==> src/rtl/seq_alu.sv <==
`default_nettype none
// ============================================================================
// Module   : seq_alu
// Brief    : Multi-cycle ALU with valid/ready handshakes, internal flag register
//            and iterative STRMATCH / MULU / POPCNT operations.
// Revision : 1.0
// ============================================================================
module seq_alu #(
    parameter int WIDTH = 8,
    parameter int PAT_W = 4
) (
    input  logic             clk,
    input  logic             rst_n,
    input  logic             in_valid,
    output logic             in_ready,
    input  logic [3:0]       op,
    input  logic [WIDTH-1:0] a,
    input  logic [WIDTH-1:0] b,
    output logic             out_valid,
    input  logic             out_ready,
    output logic [WIDTH-1:0] result,
    output logic             flag
);

    localparam int NPOS  = WIDTH - PAT_W + 1;
    localparam int CNT_W = $clog2(WIDTH + 1);

    localparam logic [CNT_W-1:0] LAST_ITER = CNT_W'(WIDTH - 1);
    localparam logic [CNT_W-1:0] LAST_STR  = CNT_W'(NPOS - 1);
    localparam logic [CNT_W-1:0] CNT_ONE   = CNT_W'(1);
    localparam logic [WIDTH-1:0] ONE       = WIDTH'(1);
    localparam logic [WIDTH-1:0] TWO       = WIDTH'(2);
    localparam logic [WIDTH-1:0] WIDTH_V   = WIDTH'(WIDTH);
    localparam logic [WIDTH-1:0] PAT_MASK  = {WIDTH{1'b1}} >> (WIDTH - PAT_W);

    localparam logic [3:0] OP_PASS     = 4'd0;
    localparam logic [3:0] OP_ABSDIFF  = 4'd1;
    localparam logic [3:0] OP_LSR1     = 4'd2;
    localparam logic [3:0] OP_ONE_LSL  = 4'd3;
    localparam logic [3:0] OP_MASK     = 4'd4;
    localparam logic [3:0] OP_STRMATCH = 4'd5;
    localparam logic [3:0] OP_ADDU     = 4'd6;
    localparam logic [3:0] OP_INC_IF_F = 4'd7;
    localparam logic [3:0] OP_SET_NEG  = 4'd8;
    localparam logic [3:0] OP_LSL1C    = 4'd9;
    localparam logic [3:0] OP_MIN      = 4'd10;
    localparam logic [3:0] OP_DEC_Z    = 4'd11;
    localparam logic [3:0] OP_DEC_ONE  = 4'd12;
    localparam logic [3:0] OP_ADD2     = 4'd13;
    localparam logic [3:0] OP_MULU     = 4'd14;
    localparam logic [3:0] OP_POPCNT   = 4'd15;

    typedef enum logic [1:0] {
        ST_IDLE = 2'd0,
        ST_RUN  = 2'd1,
        ST_DONE = 2'd2
    } state_t;

    state_t               state_q, state_d;
    logic [3:0]           op_q, op_d;
    logic [WIDTH-1:0]     a_q, a_d;
    logic [WIDTH-1:0]     b_q, b_d;
    logic [CNT_W-1:0]     cnt_q, cnt_d;
    logic [WIDTH-1:0]     acc_q, acc_d;
    logic [2*WIDTH-1:0]   prod_q, prod_d;
    logic [WIDTH-1:0]     result_q, result_d;
    logic                 flag_q, flag_d;

    logic [WIDTH:0]       w_diff;
    logic [WIDTH:0]       w_sum;
    logic [WIDTH-1:0]     w_onehot_a;
    logic [WIDTH-1:0]     w_sc_res;
    logic                 w_sc_flag;
    logic                 w_iter;
    logic                 w_accept;
    logic [WIDTH-1:0]     w_onehot_c;
    logic [WIDTH-1:0]     w_bsh;
    logic                 w_match;
    logic                 w_bit;
    logic [WIDTH-1:0]     w_acc_nxt;
    logic [2*WIDTH-1:0]   w_prod_nxt;
    logic                 w_last;

    // in_ready is held low while reset is asserted even though state is IDLE
    assign in_ready  = rst_n & ((state_q == ST_IDLE) | ((state_q == ST_DONE) & out_ready));
    assign out_valid = (state_q == ST_DONE);
    assign result    = result_q;
    assign flag      = flag_q;
    assign w_accept  = in_valid & in_ready;

    assign w_diff     = {a[WIDTH-1], a} - {b[WIDTH-1], b};
    assign w_sum      = {1'b0, a} + {1'b0, b};
    assign w_onehot_a = ONE << a;
    assign w_iter     = (op == OP_STRMATCH) | (op == OP_MULU) | (op == OP_POPCNT);

    always_comb begin
        w_sc_res  = a;
        w_sc_flag = flag_q;
        case (op)
            OP_PASS:     w_sc_res = a;
            OP_ABSDIFF:  w_sc_res = w_diff[WIDTH] ? (~w_diff[WIDTH-1:0] + ONE) : w_diff[WIDTH-1:0];
            OP_LSR1:     w_sc_res = a >> 1;
            OP_ONE_LSL:  w_sc_res = (a >= WIDTH_V) ? '0 : w_onehot_a;
            OP_MASK:     w_sc_res = (a >= WIDTH_V) ? '1 : (w_onehot_a - ONE);
            OP_ADDU:     {w_sc_flag, w_sc_res} = w_sum;
            OP_INC_IF_F: w_sc_res = a + WIDTH'(flag_q);
            OP_SET_NEG: begin
                w_sc_res  = a;
                w_sc_flag = a[WIDTH-1];
            end
            OP_LSL1C:    {w_sc_flag, w_sc_res} = {a, flag_q};
            OP_MIN:      w_sc_res = (a < b) ? a : b;
            OP_DEC_Z: begin
                w_sc_res  = a - ONE;
                w_sc_flag = (a == ONE);
            end
            OP_DEC_ONE: begin
                w_sc_res  = a - ONE;
                w_sc_flag = (a == TWO);
            end
            OP_ADD2:     w_sc_res = a + TWO;
            default:     ;
        endcase
    end

    // Per-iteration datapath; the STRMATCH window at position k is b[k+PAT_W-1:k]
    assign w_onehot_c = ONE << cnt_q;
    assign w_bsh      = b_q >> cnt_q;
    assign w_match    = ((w_bsh ^ a_q) & PAT_MASK) == '0;
    assign w_bit      = (op_q == OP_POPCNT) ? |(a_q & w_onehot_c) : w_match;
    assign w_acc_nxt  = acc_q + WIDTH'(w_bit);
    assign w_prod_nxt = prod_q + ((|(b_q & w_onehot_c)) ? ({{WIDTH{1'b0}}, a_q} << cnt_q) : '0);
    assign w_last     = (cnt_q == ((op_q == OP_STRMATCH) ? LAST_STR : LAST_ITER));

    always_comb begin
        state_d  = state_q;
        op_d     = op_q;
        a_d      = a_q;
        b_d      = b_q;
        cnt_d    = cnt_q;
        acc_d    = acc_q;
        prod_d   = prod_q;
        result_d = result_q;
        flag_d   = flag_q;
        case (state_q)
            ST_RUN: begin
                cnt_d  = cnt_q + CNT_ONE;
                acc_d  = w_acc_nxt;
                prod_d = w_prod_nxt;
                if (w_last) begin
                    state_d = ST_DONE;
                    case (op_q)
                        OP_MULU: begin
                            result_d = w_prod_nxt[WIDTH-1:0];
                            flag_d   = |w_prod_nxt[2*WIDTH-1:WIDTH];
                        end
                        OP_STRMATCH: begin
                            result_d = w_acc_nxt;
                            flag_d   = |w_acc_nxt;
                        end
                        default: result_d = w_acc_nxt;
                    endcase
                end
            end
            ST_DONE: begin
                if (out_ready) begin
                    state_d = ST_IDLE;
                end
            end
            default: ;
        endcase
        // Accept is only possible from IDLE or a consumed DONE, so it overrides the above
        if (w_accept) begin
            op_d   = op;
            a_d    = a;
            b_d    = b;
            cnt_d  = '0;
            acc_d  = '0;
            prod_d = '0;
            if (w_iter) begin
                state_d = ST_RUN;
            end else begin
                state_d  = ST_DONE;
                result_d = w_sc_res;
                flag_d   = w_sc_flag;
            end
        end
    end

    always_ff @(posedge clk or negedge rst_n) begin
        if (!rst_n) begin
            state_q  <= ST_IDLE;
            op_q     <= '0;
            a_q      <= '0;
            b_q      <= '0;
            cnt_q    <= '0;
            acc_q    <= '0;
            prod_q   <= '0;
            result_q <= '0;
            flag_q   <= 1'b0;
        end else begin
            state_q  <= state_d;
            op_q     <= op_d;
            a_q      <= a_d;
            b_q      <= b_d;
            cnt_q    <= cnt_d;
            acc_q    <= acc_d;
            prod_q   <= prod_d;
            result_q <= result_d;
            flag_q   <= flag_d;
        end
    end

endmodule
`default_nettype wire

==> config.mk <==
export PLATFORM = sky130hd
export DESIGN_NAME = seq_alu
export DESIGN_NICKNAME = d
export VERILOG_FILES = /design/src/rtl/seq_alu.sv
export SDC_FILE = /design/constraint.sdc
export NUM_CORES = 1
export LEC_CHECK = 0
export CAP_MARGIN = 20
export CORE_UTILIZATION = 60
export CTS_CLUSTER_DIAMETER = 50
export CTS_CLUSTER_SIZE = 40
export DETAILED_ROUTE_END_ITERATION = 12
export PLACE_DENSITY_LB_ADDON = 0.08
export SLEW_MARGIN = 20
export SYNTH_ARGS = -nofsm -noshare
export SYNTH_HDL_FRONTEND = slang
export SYNTH_SLANG_ARGS = --single-unit
==> constraint.sdc <==
create_clock -name clk -period 8.12 [get_ports clk]
set_clock_uncertainty 0.15 [all_clocks]
set_input_delay 1.218 -clock clk [delete_from_list [all_inputs] [get_ports clk]]
set_output_delay 1.218 -clock clk [all_outputs]
set_load 0.01 [all_outputs]
Yosys cells after proc, flatten, opt, wreduce, memory -nomap -nowiden
Cells that the tools add are included.

Add/sub/neg operators: 10. $lt $le $gt $ge: 2. Eq/ne operators: 26. Shift operators: 4. Mux-type cells: 30. Bitwise logic cells: 10. Reduce and logical (&&, ||, !) cells: 11.

Operators with widths (count): $mux 8 (11); $pmux 8 s10 (1); $mux 16 (3); $eq 4x4->1 const B (10); $reduce_or 8->1 (4); $eq 4x3->1 const B (5); $add 16x16->16 (1); $add 8x1->8 (2); $and 8x8->8 (2); $shl 8x4->16 (1); $sub 8x1->8 const B (2); $mux 2 (5); $add 8x8->9 (1); $sub 8x8->9 (1); $add 8x1->8 const B (1); $add 8x2->8 const B (1); $eq 4x2->1 const B (2); $eq 8x1->1 const B (1); $eq 8x2->1 const B (1); $ge 8x4->1 const B (1); $logic_not 8->1 (1); $lt 8x8->1 (1); $mux 4 (2); $not 8->8 (1); other kinds (23) (32).

Register bits after elaboration: 59.

Logic depth before layout (Yosys ltp)
Gate-level depths: netlist of run 1.

Depth in word-level cells: 11. Gate-level depth with buffers: 20. Gate-level depth less buffers: 18.

Worst setup path after synthesis of run 1
No wires, ideal clock.

Kind: flip-flop to flip-flop. From: reg cnt_q[2]. To: reg flag_q (netlist: flag). Data arrival time: 4.036 ns. Required time: 7.839 ns. Path slack: 3.803 ns. Stages on the path, launching flop included: 19. Clock period less this slack: 4.317 ns. Cell sequence: dfrtp_1 -> clkbuf_1 -> inv_1 -> buf_1 -> ha_1 -> a222oi_1 -> a21o_1 -> nand2b_1 -> nor2_1 -> ha_1 -> fa_1 -> a21o_1 -> a2111oi_4 -> o211ai_1 -> a31oi_1 -> xor2_1 -> and3_1 -> and4_1 -> a31oi_1.

Word-level cells in the longest chain between the ends: 11. Elaborated cells on any way between the ends: 21. Classes of those cells: add/sub: 2; eq/ne: 1; shift: 3; mux: 7; bitwise: 3; reduce/logical: 5.

RTL lines: start, declared (RTL line 63) `logic [CNT_W-1:0] cnt_q, cnt_d;`; start signal, assigned (RTL line 206) `cnt_q <= cnt_d;`; $shr 8x4->4 or $shl 1x4->8 (tied branches) (RTL line 128, 127); $xor 4x4->4, or another cell as far along (RTL line 129) `assign w_match = ((w_bsh ^ a_q) & PAT_MASK) == '0;`; $logic_not 8->1, or another cell as far along (RTL line 129); $mux 1 or $mux 16 (tied branches) (RTL line 130, 132); $add 8x1->8 or $add 16x16->16 (tied branches) (RTL line 131, 132); $reduce_or 8->1, on equally long branches (RTL line 159, 155); $pmux 1 s2 (RTL line 152) `case (op_q)`; $mux 1 (*) (RTL line 150) `if (w_last) begin`; $mux 1 (*) (RTL line 145) `case (state_q)`; $mux 1 (RTL line 180) `if (w_iter) begin`; $mux 1 (*) (RTL line 173) `if (w_accept) begin`; end signal, assigned (RTL line 210) `flag_q <= flag_d;`; end, declared (RTL line 67) `logic flag_q, flag_d;`.

Mark *: on every way between the ends. The rest lies on a longest branch, timed or not. A chain may end at the register's enable or synchronous reset.

Final worst setup path of run 1
From: reg cnt_q[0]. To: reg flag_q (netlist: flag).

The elaborated chain is that of the path after synthesis.

==> results_dict.tcl, run 1 <==
set metrics [dict create \
    status "complete, no violations" \
    required_ns 8.19 \
    crit_fanout 21 \
    worstPathArrival_ns 5.32 \
    ctsRootBufferMaster "clkbuf_8" \
    synth_top_cell_area_share_pct 23.0 \
    syn_inst 860 \
    ant_nets 0 \
    viasPerCell 6.85 \
    routedWlPerCell_um 21.0 \
    min_path_type "reg -> reg" \
    relSlewSlack_pct 30.2 \
    drt_iter0_drc 949 \
    cts_tree "done" \
    grt_pass1_wl_um 33900 \
    grt_pass1_vias 6465 \
    max_freq_mhz 191 \
    antenna_found_initial 0 \
    cts_sinks 59 \
    worstMarginPinSlew_ns 1.04 \
    critPathKind "reg -> reg" \
    totalWireLength_um 21100 \
    finalCoreUtilization_pct 68.1 \
    reg2reg_slack_ns 2.87 \
    finalHoldViolations 0 \
    clkSlewWorstSetupHoldPaths_ns 0.09 \
    wl_met1_um 8540 \
    cts_buffers 9 \
    die_x_um 106 \
    p_per_area_nw_per_um2 290 \
    num_rows 37 \
    synth_area_um2 6430 \
    async_reset_ff_share_pct 100 \
    hpwlAfterDp_um 15300 \
    n_fill_cell 908 \
    drv_slew 0 \
    setup_tns_ns 0 \
    dr_wl_met2_um 9390 \
    yosys-top-cells-count "nand2_1 (131), nor2_1 (84), o21ai_0 (81), dfrtp_1 (59), a21oi_1 (51)" \
    drc 0 \
    drive_gt1_share_pct 6.21 \
    die_area_um2 11100 \
    holdBufCountCts 0 \
    gp_congestion 0.984 \
    clock_latency_ns 0.36 \
    instances_no_fill 1006 \
    maxCapViolCount 0 \
    synth.area.top_cells "dfrtp_1 (23%), ha_1 (9.7%), nand2_1 (7.6%), o21ai_0 (6.3%), nor2_1 (4.9%)" \
    first_pass_iters 7 \
    diodes 0 \
    synth-edff-count 0 \
    io_buffers 34 \
    max-vdd-ir-drop_mv 0.300 \
    yosysTopAreaCell "dfrtp_1" \
    start_util_pct 62.0 \
    synth_nets 937 \
    route.met3.wl_um 2140 \
    top_layer_used "met4" \
    post-cts-setup-buffers 0 \
    fin_crit_ns 5.25 \
    dp_cells 990 \
    grt_max_degree 59 \
    setup_violations 0 \
    yosysUniqueCellTypes 75 \
    whs_ns 0.373 \
    seq_area_frac_synth_pct 23.0 \
    worstSetupStartpointType "flop" \
    synth-seq-cells 59 \
    gr-total-overflow 0 \
    die_y_um 106 \
    rsz0062_at_grt "no" \
    htree_levels 3 \
    placed_cell_area_um2 6820 \
    grtUsageTotal_pct 39.0 \
    yosys_warnings 0 \
    nets 942 \
    worstSetupEndpointType "flop" \
    period_share_pct 64.6 \
    final_cell_area_um2 7060 \
    syn_to_final_growth_pct 9.81 \
    clockBufferDepth 2 \
    post_cts_resized 0 \
    syn_avg_cell_area_um2 7.48 \
    via_count 6889 \
    ys.flop_type "dfrtp_1" \
    synth.most_common_cell "nand2_1" \
    io_pins 35 \
    coreArea_um2 10400 \
    leakage_nw 3.04 \
]
[cells in the final DEF, fill, tap and decap left out, drive strengths merged, types with 5 or more instances in the layout]
cell / n
clkdlybuf4s50: 33
nor3: 15
a21o: 7
o21ai: 83
mux2i: 21
nor2: 85
clkbuf: 11
dfrtp: 59
xnor2: 23
nand3: 39
or3: 5
o211ai: 8
buf: 13
a31oi: 16
nor2b: 10
and3: 11
inv: 24
nand2: 131
nand2b: 14
nand3b: 5
a221oi: 6
ha: 50
nand4: 5
a211oi: 17
a21oi: 52
mux2: 8
o22ai: 11
and2: 9
xor2: 18
[cell type report]
| class | instances | area (um^2) | share of cell area [%] |
|---|---|---|---|
| Timing Repair Buffer | 46 | 425 | 6.03 |
| Clock inverter | 5 | 85.1 | 1.21 |
| Tap cell | 136 | 170 | 2.41 |
| Inverter | 26 | 97.6 | 1.38 |
| Clock buffer | 11 | 151 | 2.14 |
| Multi-Input combinational cell | 723 | 4650 | 65.9 |
| Sequential cell | 59 | 1480 | 20.9 |
[registers in the layout, summed over array words and instances, names as in the netlist]
register  flops
a_q           8
acc_q         8
b_q           8
cnt_q         4
flag          1
op_q          4
prod_q       16
result        8
state_q       2
[where the power goes]
| group | switching [mW] | leakage (nW) | internal, mW |
|---|---|---|---|
| Combinational | 0.682 | 2.17 | 0.468 |
| Sequential | 0.166 | 0.752 | 0.403 |
| Clock | 0.136 | 0.116 | 0.191 |
[layer usage]
metal / track usage [%] / vias to the layer above
li1: - / 3114
met1: 51.5 / 3220
met2: 60.5 / 455
met4: 17.9 / 0
met5: 0 / -
met3: 8.91 / 100
[logic make-up after synthesis]
| kind of cell | after synthesis | synth area share, % |
|---|---|---|
| multiplexers | 30 | 5.02 |
| AO/OA/AOI/OAI | 254 | 25.7 |
| buffers and inverters | 78 | 4.96 |
| XOR/XNOR | 41 | 5.58 |
| adder cells (fa/ha/maj) | 53 | 10.7 |
| AND/OR/NAND/NOR | 345 | 25.1 |
| flip-flops | 59 | 23.0 |
[per-stage QoR]
stage	power [mW]	setup slack (ns)
floorplan	1.34	3.80
global placement	1.64	3.10
detailed placement	1.68	3.04
CTS	2.01	2.98
global route	2.19	2.58
finish	2.05	2.87
[worst paths after layout]
check,from,endpoint,cells past startpoint
worst max-delay path,cnt_q[0],flag,17
worst min-delay path,prod_q[11],prod_q[11],2
worst max register to register,cnt_q[0],flag,17
worst min register to register,prod_q[11],prod_q[11],2
max in group asynchronous,rst_n,b_q[5],2
min in group asynchronous,rst_n,state_q[1],1
[critical path, cell delays in order (launching register included)]
cell and delay, ns:
dfrtp_1 0.80, inv_1 0.43, ha_1 0.37, a221o_1 0.32
o21ai_0 0.08, a21o_1 0.30, nand2b_1 0.22, nor2_1 0.09
ha_1 0.23, fa_1 0.44, a21o_1 0.23, a2111oi_4 0.41
o211ai_1 0.16, a31oi_1 0.26, xor2_1 0.19, and3_1 0.18
and4_1 0.18, a31oi_1 0.09
Note: power is estimated with default switching activity, not from simulation.
==> run 2, diff against run 1 <==
==> constraint.sdc (replaced) <==
create_clock -name clk -period 5.1 [get_ports clk]
set_clock_uncertainty 0.15 [all_clocks]
set_input_delay 0.765 -clock clk [delete_from_list [all_inputs] [get_ports clk]]
set_output_delay 0.765 -clock clk [all_outputs]
set_load 0.01 [all_outputs]
==> run 2 against run 1 <==
  * Core utilization up 0.31 points
  * Sequential cell count unchanged
  * First-iteration DRC count down 16%
  * Register-to-register slack worse by 2.4 ns
  * Worst hold slack worse by 0.0095 ns
  * Clock power up 31%
  * Maximum frequency up 12%
  * Critical path type unchanged
  * Largest cell class unchanged
  * Largest power group unchanged
==> results_dict.tcl, run 2 (synthesis gave the netlist of run 1 again) <==
set metrics [dict create \
    grt_pass1_vias 6283 \
    via_count 6764 \
    holdBufCountCts 0 \
    io_buffers 34 \
    worstSetupStartpointType "flop" \
    required_ns 5.18 \
    die_area_um2 11100 \
    relSlewSlack_pct 35.8 \
    grt_max_degree 60 \
    placed_cell_area_um2 6910 \
    leakage_nw 3.08 \
    instances_no_fill 1016 \
    crit_chain "buf_4, nor2_1, and3_1, a31oi_1, xor2_1, a31oi_1, o32ai_1, o2111ai_1, nand2_1, ha_1, ha_1, and3_1, nand4_1, a2111oi_0, nand3_1, a221oi_1, and4_1, a31oi_1" \
    start_util_pct 62.0 \
    num_rows 37 \
    cpLargestDelayFamily "compound AO/OA/AOI/OAI gates" \
    clockBufferDepth 2 \
    maxCapViolCount 0 \
    worstPathArrival_ns 4.74 \
    worstMarginPinSlew_ns 0.960 \
    p_per_area_nw_per_um2 443 \
    setup_violations 0 \
    hpwlAfterDp_um 15300 \
    fin_crit_ns 4.66 \
    mostFrequentLayoutCells "nand2_1 (131), nor2_1 (84), o21ai_0 (81)" \
    drt_iter0_drc 797 \
    finalHoldViolations 0 \
    viasPerCell 6.66 \
    gr-total-overflow 0 \
    drv_slew 0 \
    slowest_stage "dfrtp_1" \
    clock_latency_ns 0.35 \
    critPathKind "reg -> reg" \
    largest_register_ffs 16 \
    die_x_um 106 \
    io_pins 35 \
    dp_cells 1002 \
    cts_buffers 9 \
    power.total_mw 3.14 \
    clkSlewWorstSetupHoldPaths_ns 0.07 \
    routedWlPerCell_um 19.9 \
    finalCoreUtilization_pct 68.4 \
    top_register "prod_q" \
    htree_levels 3 \
    ctsRootBufferMaster "clkbuf_8" \
    coreArea_um2 10400 \
    place_ws_ns 0.517 \
    crit_fanout 15 \
    syn_to_final_growth_pct 10.3 \
    cp_slowest_stage_delay_ns 0.60 \
    whs_ns 0.364 \
    worstSetupEndpointType "flop" \
    min_path_type "reg -> reg" \
    setup_tns_ns 0 \
    max-vdd-ir-drop_mv 0.437 \
    totalWireLength_um 20300 \
    first_pass_iters 7 \
    rsz0062_at_grt "no" \
    max_freq_mhz 214 \
    grt_pass1_wl_um 32400 \
    worst_path_most_repeated_cell "a31oi_1" \
    diodes 0 \
    drive_gt1_share_pct 7.05 \
    cts_tree "done" \
    nets 954 \
    grtUsageTotal_pct 37.3 \
    period_share_pct 91.4 \
    status "complete, no violations" \
    die_y_um 106 \
    antenna_found_initial 0 \
    post-cts-setup-buffers 0 \
    final_cell_area_um2 7090 \
    cts_sinks 59 \
    gp_congestion 1.00 \
    crit_buf_inv 1 \
    final_common_cell "nand2_1" \
    drc 0 \
    ant_nets 0 \
    finalWorstSetupSlack_ns 0.437 \
    post_cts_resized 0 \
]
-- run 2: cell count changes in the layout (fill, tap and decap cells not counted), sizes merged --
cell	change
buf	+12
bufinv	-1
clkinvlp	-1
-- run 2: tightest hold or removal path, stage by stage, from the launching register on --
cell     delay, ns
dfrtp_1       0.37
nand2_1       0.06
nand2_1       0.06
-- run 2: power by group --
part           internal [mW]  leakage, nW  switching [mW]
logic                  0.766         2.23            1.09
clock network          0.232       0.0950           0.193
registers              0.643        0.752           0.211
total                   1.64         3.08            1.50
-- run 2: metal layers --
layer / routed length, um / up-vias / GRT usage, %
met1: 8400 / 3202 / 49.9
li1: - / 3152 / -
met5: 0 / - / 0
met4: 778 / 0 / 16.7
met2: 9140 / 348 / 57.8
met3: 1930 / 62 / 7.85
-- run 2: final timing paths --
check                          from   endpoint  slack (ns)  depth (start not counted)
max                        cnt_q[1]       flag        0.44                         18
min                          b_q[0]     b_q[0]        0.36                          2
max reg2reg                cnt_q[1]       flag        0.44                         18
min reg2reg                  b_q[0]     b_q[0]        0.36                          2
max in group asynchronous     rst_n     b_q[2]        3.71                          2
min in group asynchronous     rst_n  result[3]        0.56                          2
-- run 2: cell type report --
type	instances	area (um^2)
multi-input cells	723	4650
fillers	894	3280
flip-flops and latches	59	1480
repair buffers	58	515
well taps	136	170
clock buffers	11	141
inverters	26	97.6
clock inverters	3	40.0
==> run 3, diff against run 2 <==
--- a/config.mk
+++ b/config.mk
@@ -10,7 +10,7 @@
 export CTS_CLUSTER_DIAMETER = 50
 export CTS_CLUSTER_SIZE = 40
 export DETAILED_ROUTE_END_ITERATION = 12
-export PLACE_DENSITY_LB_ADDON = 0.08
+export PLACE_DENSITY_LB_ADDON = 0.05
 export SLEW_MARGIN = 20
 export SYNTH_ARGS = -nofsm -noshare
 export SYNTH_HDL_FRONTEND = slang
==> run 3 against run 2 <==
  * Worst setup slack lost 0.14 ns
  * Combinational power grew 3%
  * Sequential share of layout area is essentially flat
  * Register-to-register slack lost 0.14 ns
  * Sequential power grew 2.5%
  * Clock-buffer cell count shrank 2
  * First-iteration DRC count grew 18%
  * Critical path type unchanged
  * Highest routed layer unchanged
==> results_dict.tcl, run 3 (synthesis gave the netlist of run 1 again) <==
set metrics [dict create \
    status "complete, no violations" \
    critPathKind "reg -> reg" \
    antenna_found_initial 1 \
    start_util_pct 62.0 \
    grt_max_degree 60 \
    rsz0062_at_grt "no" \
    num_rows 37 \
    finalHoldViolations 0 \
    multi_input_area_um2 4660 \
    setup_violations 0 \
    holdBufCountCts 0 \
    max-vdd-ir-drop_mv 0.504 \
    worstSetupEndpointType "flop" \
    ant_nets 0 \
    period_share_pct 94.1 \
    viasPerCell 6.79 \
    syn_to_final_growth_pct 10.3 \
    drc 0 \
    die_x_um 106 \
    clkSlewWorstSetupHoldPaths_ns 0.08 \
    hpwlAfterDp_um 16000 \
    fin_crit_ns 4.80 \
    gr-total-overflow 0 \
    placed_cell_area_um2 6910 \
    required_ns 5.18 \
    clock_latency_ns 0.35 \
    worstPathArrival_ns 4.88 \
    io_pins 35 \
    diodes 0 \
    cts_sinks 59 \
    leakage_nw 3.07 \
    top_register "prod_q" \
    drt_iter0_drc 943 \
    reg2reg_slack_ns 0.30 \
    clockBufferDepth 2 \
    crit_fanout 13 \
    maxCapViolCount 0 \
    routedWlPerCell_um 20.9 \
    gp_congestion 1.02 \
    setup_tns_ns 0 \
    first_pass_iters 6 \
    drive_gt1_share_pct 7.71 \
    cts_buffers 9 \
    final_common_cell "nand2_1" \
    coreArea_um2 10400 \
    ctsRootBufferMaster "clkbuf_8" \
    worstSetupStartpointType "flop" \
    drv_slew 0 \
    via_count 6908 \
    whs_ns 0.367 \
    worstMarginPinSlew_ns 1.02 \
    largest_register_ffs 16 \
    die_area_um2 11100 \
    n_fill_cell 900 \
    final_cell_area_um2 7090 \
    min_path_type "reg -> reg" \
    relSlewSlack_pct 32.3 \
    grtUsageTotal_pct 39.2 \
    io_buffers 34 \
    totalWireLength_um 21300 \
    mostFrequentLayoutCells "nand2_1 (130), nor2_1 (83), o21ai_0 (81)" \
    die_y_um 106 \
    nets 954 \
    cts_tree "done" \
    max_freq_mhz 208 \
    p_per_area_nw_per_um2 448 \
    regArea_um2 1480 \
    grt_pass1_vias 6455 \
    htree_levels 3 \
    grt_pass1_wl_um 34200 \
]
## run 3: cell types whose count changed in the layout (fill, tap and decap cells not counted), sizes merged
cell	previous run	this run
clkbuf	11	9
clkinvlp	0	1
clkinv	4	6
inv	24	26
bufinv	1	0
## run 3: stage by stage
step | total power [mW] | instances | setup WS (ns) | util (%)
5_1_grt | 3.40 | 1018 | 0.0595 | 68.4
6_report | 3.18 | 1018 | 0.302 | 68.4
3_3_place_gp | 2.65 | 1002 | 0.528 | 66.7
4_1_cts | 3.12 | 1018 | 0.282 | 68.4
2_1_floorplan | 2.13 | 860 | 0.783 | -
3_5_place_dp | 2.72 | 1002 | 0.288 | 66.7
## run 3: path summary, 6_finish.rpt
path / endpoint / startpoint / cells after the start
min in group asynchronous: acc_q[3] / rst_n / 2
worst min register to register: prod_q[0] / prod_q[0] / 2
max in group asynchronous: cnt_q[1] / rst_n / 2
worst min-delay path: prod_q[0] / prod_q[0] / 2
worst max-delay path: flag / cnt_q[0] / 17
worst max register to register: flag / cnt_q[0] / 17
## run 3: worst max-delay path, cell delays in order (launching register included)
cell and delay (ns):
dfrtp_1 0.51, inv_1 0.28, ha_1 0.34, a221o_1 0.33, o21ai_0 0.09, a21o_1 0.29
nand2b_1 0.21, nor2_1 0.08, ha_1 0.23, fa_1 0.42, a21o_1 0.22, a2111oi_4 0.42
o211ai_1 0.16, a31oi_1 0.30, xor2_1 0.23, and3_1 0.17, and4_1 0.19, a31oi_1 0.08
## run 3: area by class of cell
class | count | area share [%]
clock buffers | 9 | 1.75
clock inverters | 7 | 0.741
inverters | 26 | 1.38
multi-input cells | 723 | 65.6
flip-flops and latches | 59 | 20.8
well taps | 136 | 2.40
repair buffers | 58 | 7.27
## run 3: where the power goes
group / internal, mW / switching [mW] / total, mW
Sequential: 0.644 / 0.231 / 0.875
Combinational: 0.766 / 1.14 / 1.91
Clock: 0.179 / 0.216 / 0.395
Total: 1.59 / 1.59 / 3.18
## run 3: timing repair
| item | CTS | global route |
|---|---|---|
| setup endpoints to repair | 0 | 1 |
| buffers inserted | 0 | 0 |
| resized for setup | 0 | 1 |
## run 3: layer usage
layer / GRT usage, % / part of all wire (%)
met5: 0 / 0
met4: 16.9 / 4.2
met3: 7.17 / 9.6
met2: 59.7 / 44
met1: 54.3 / 42
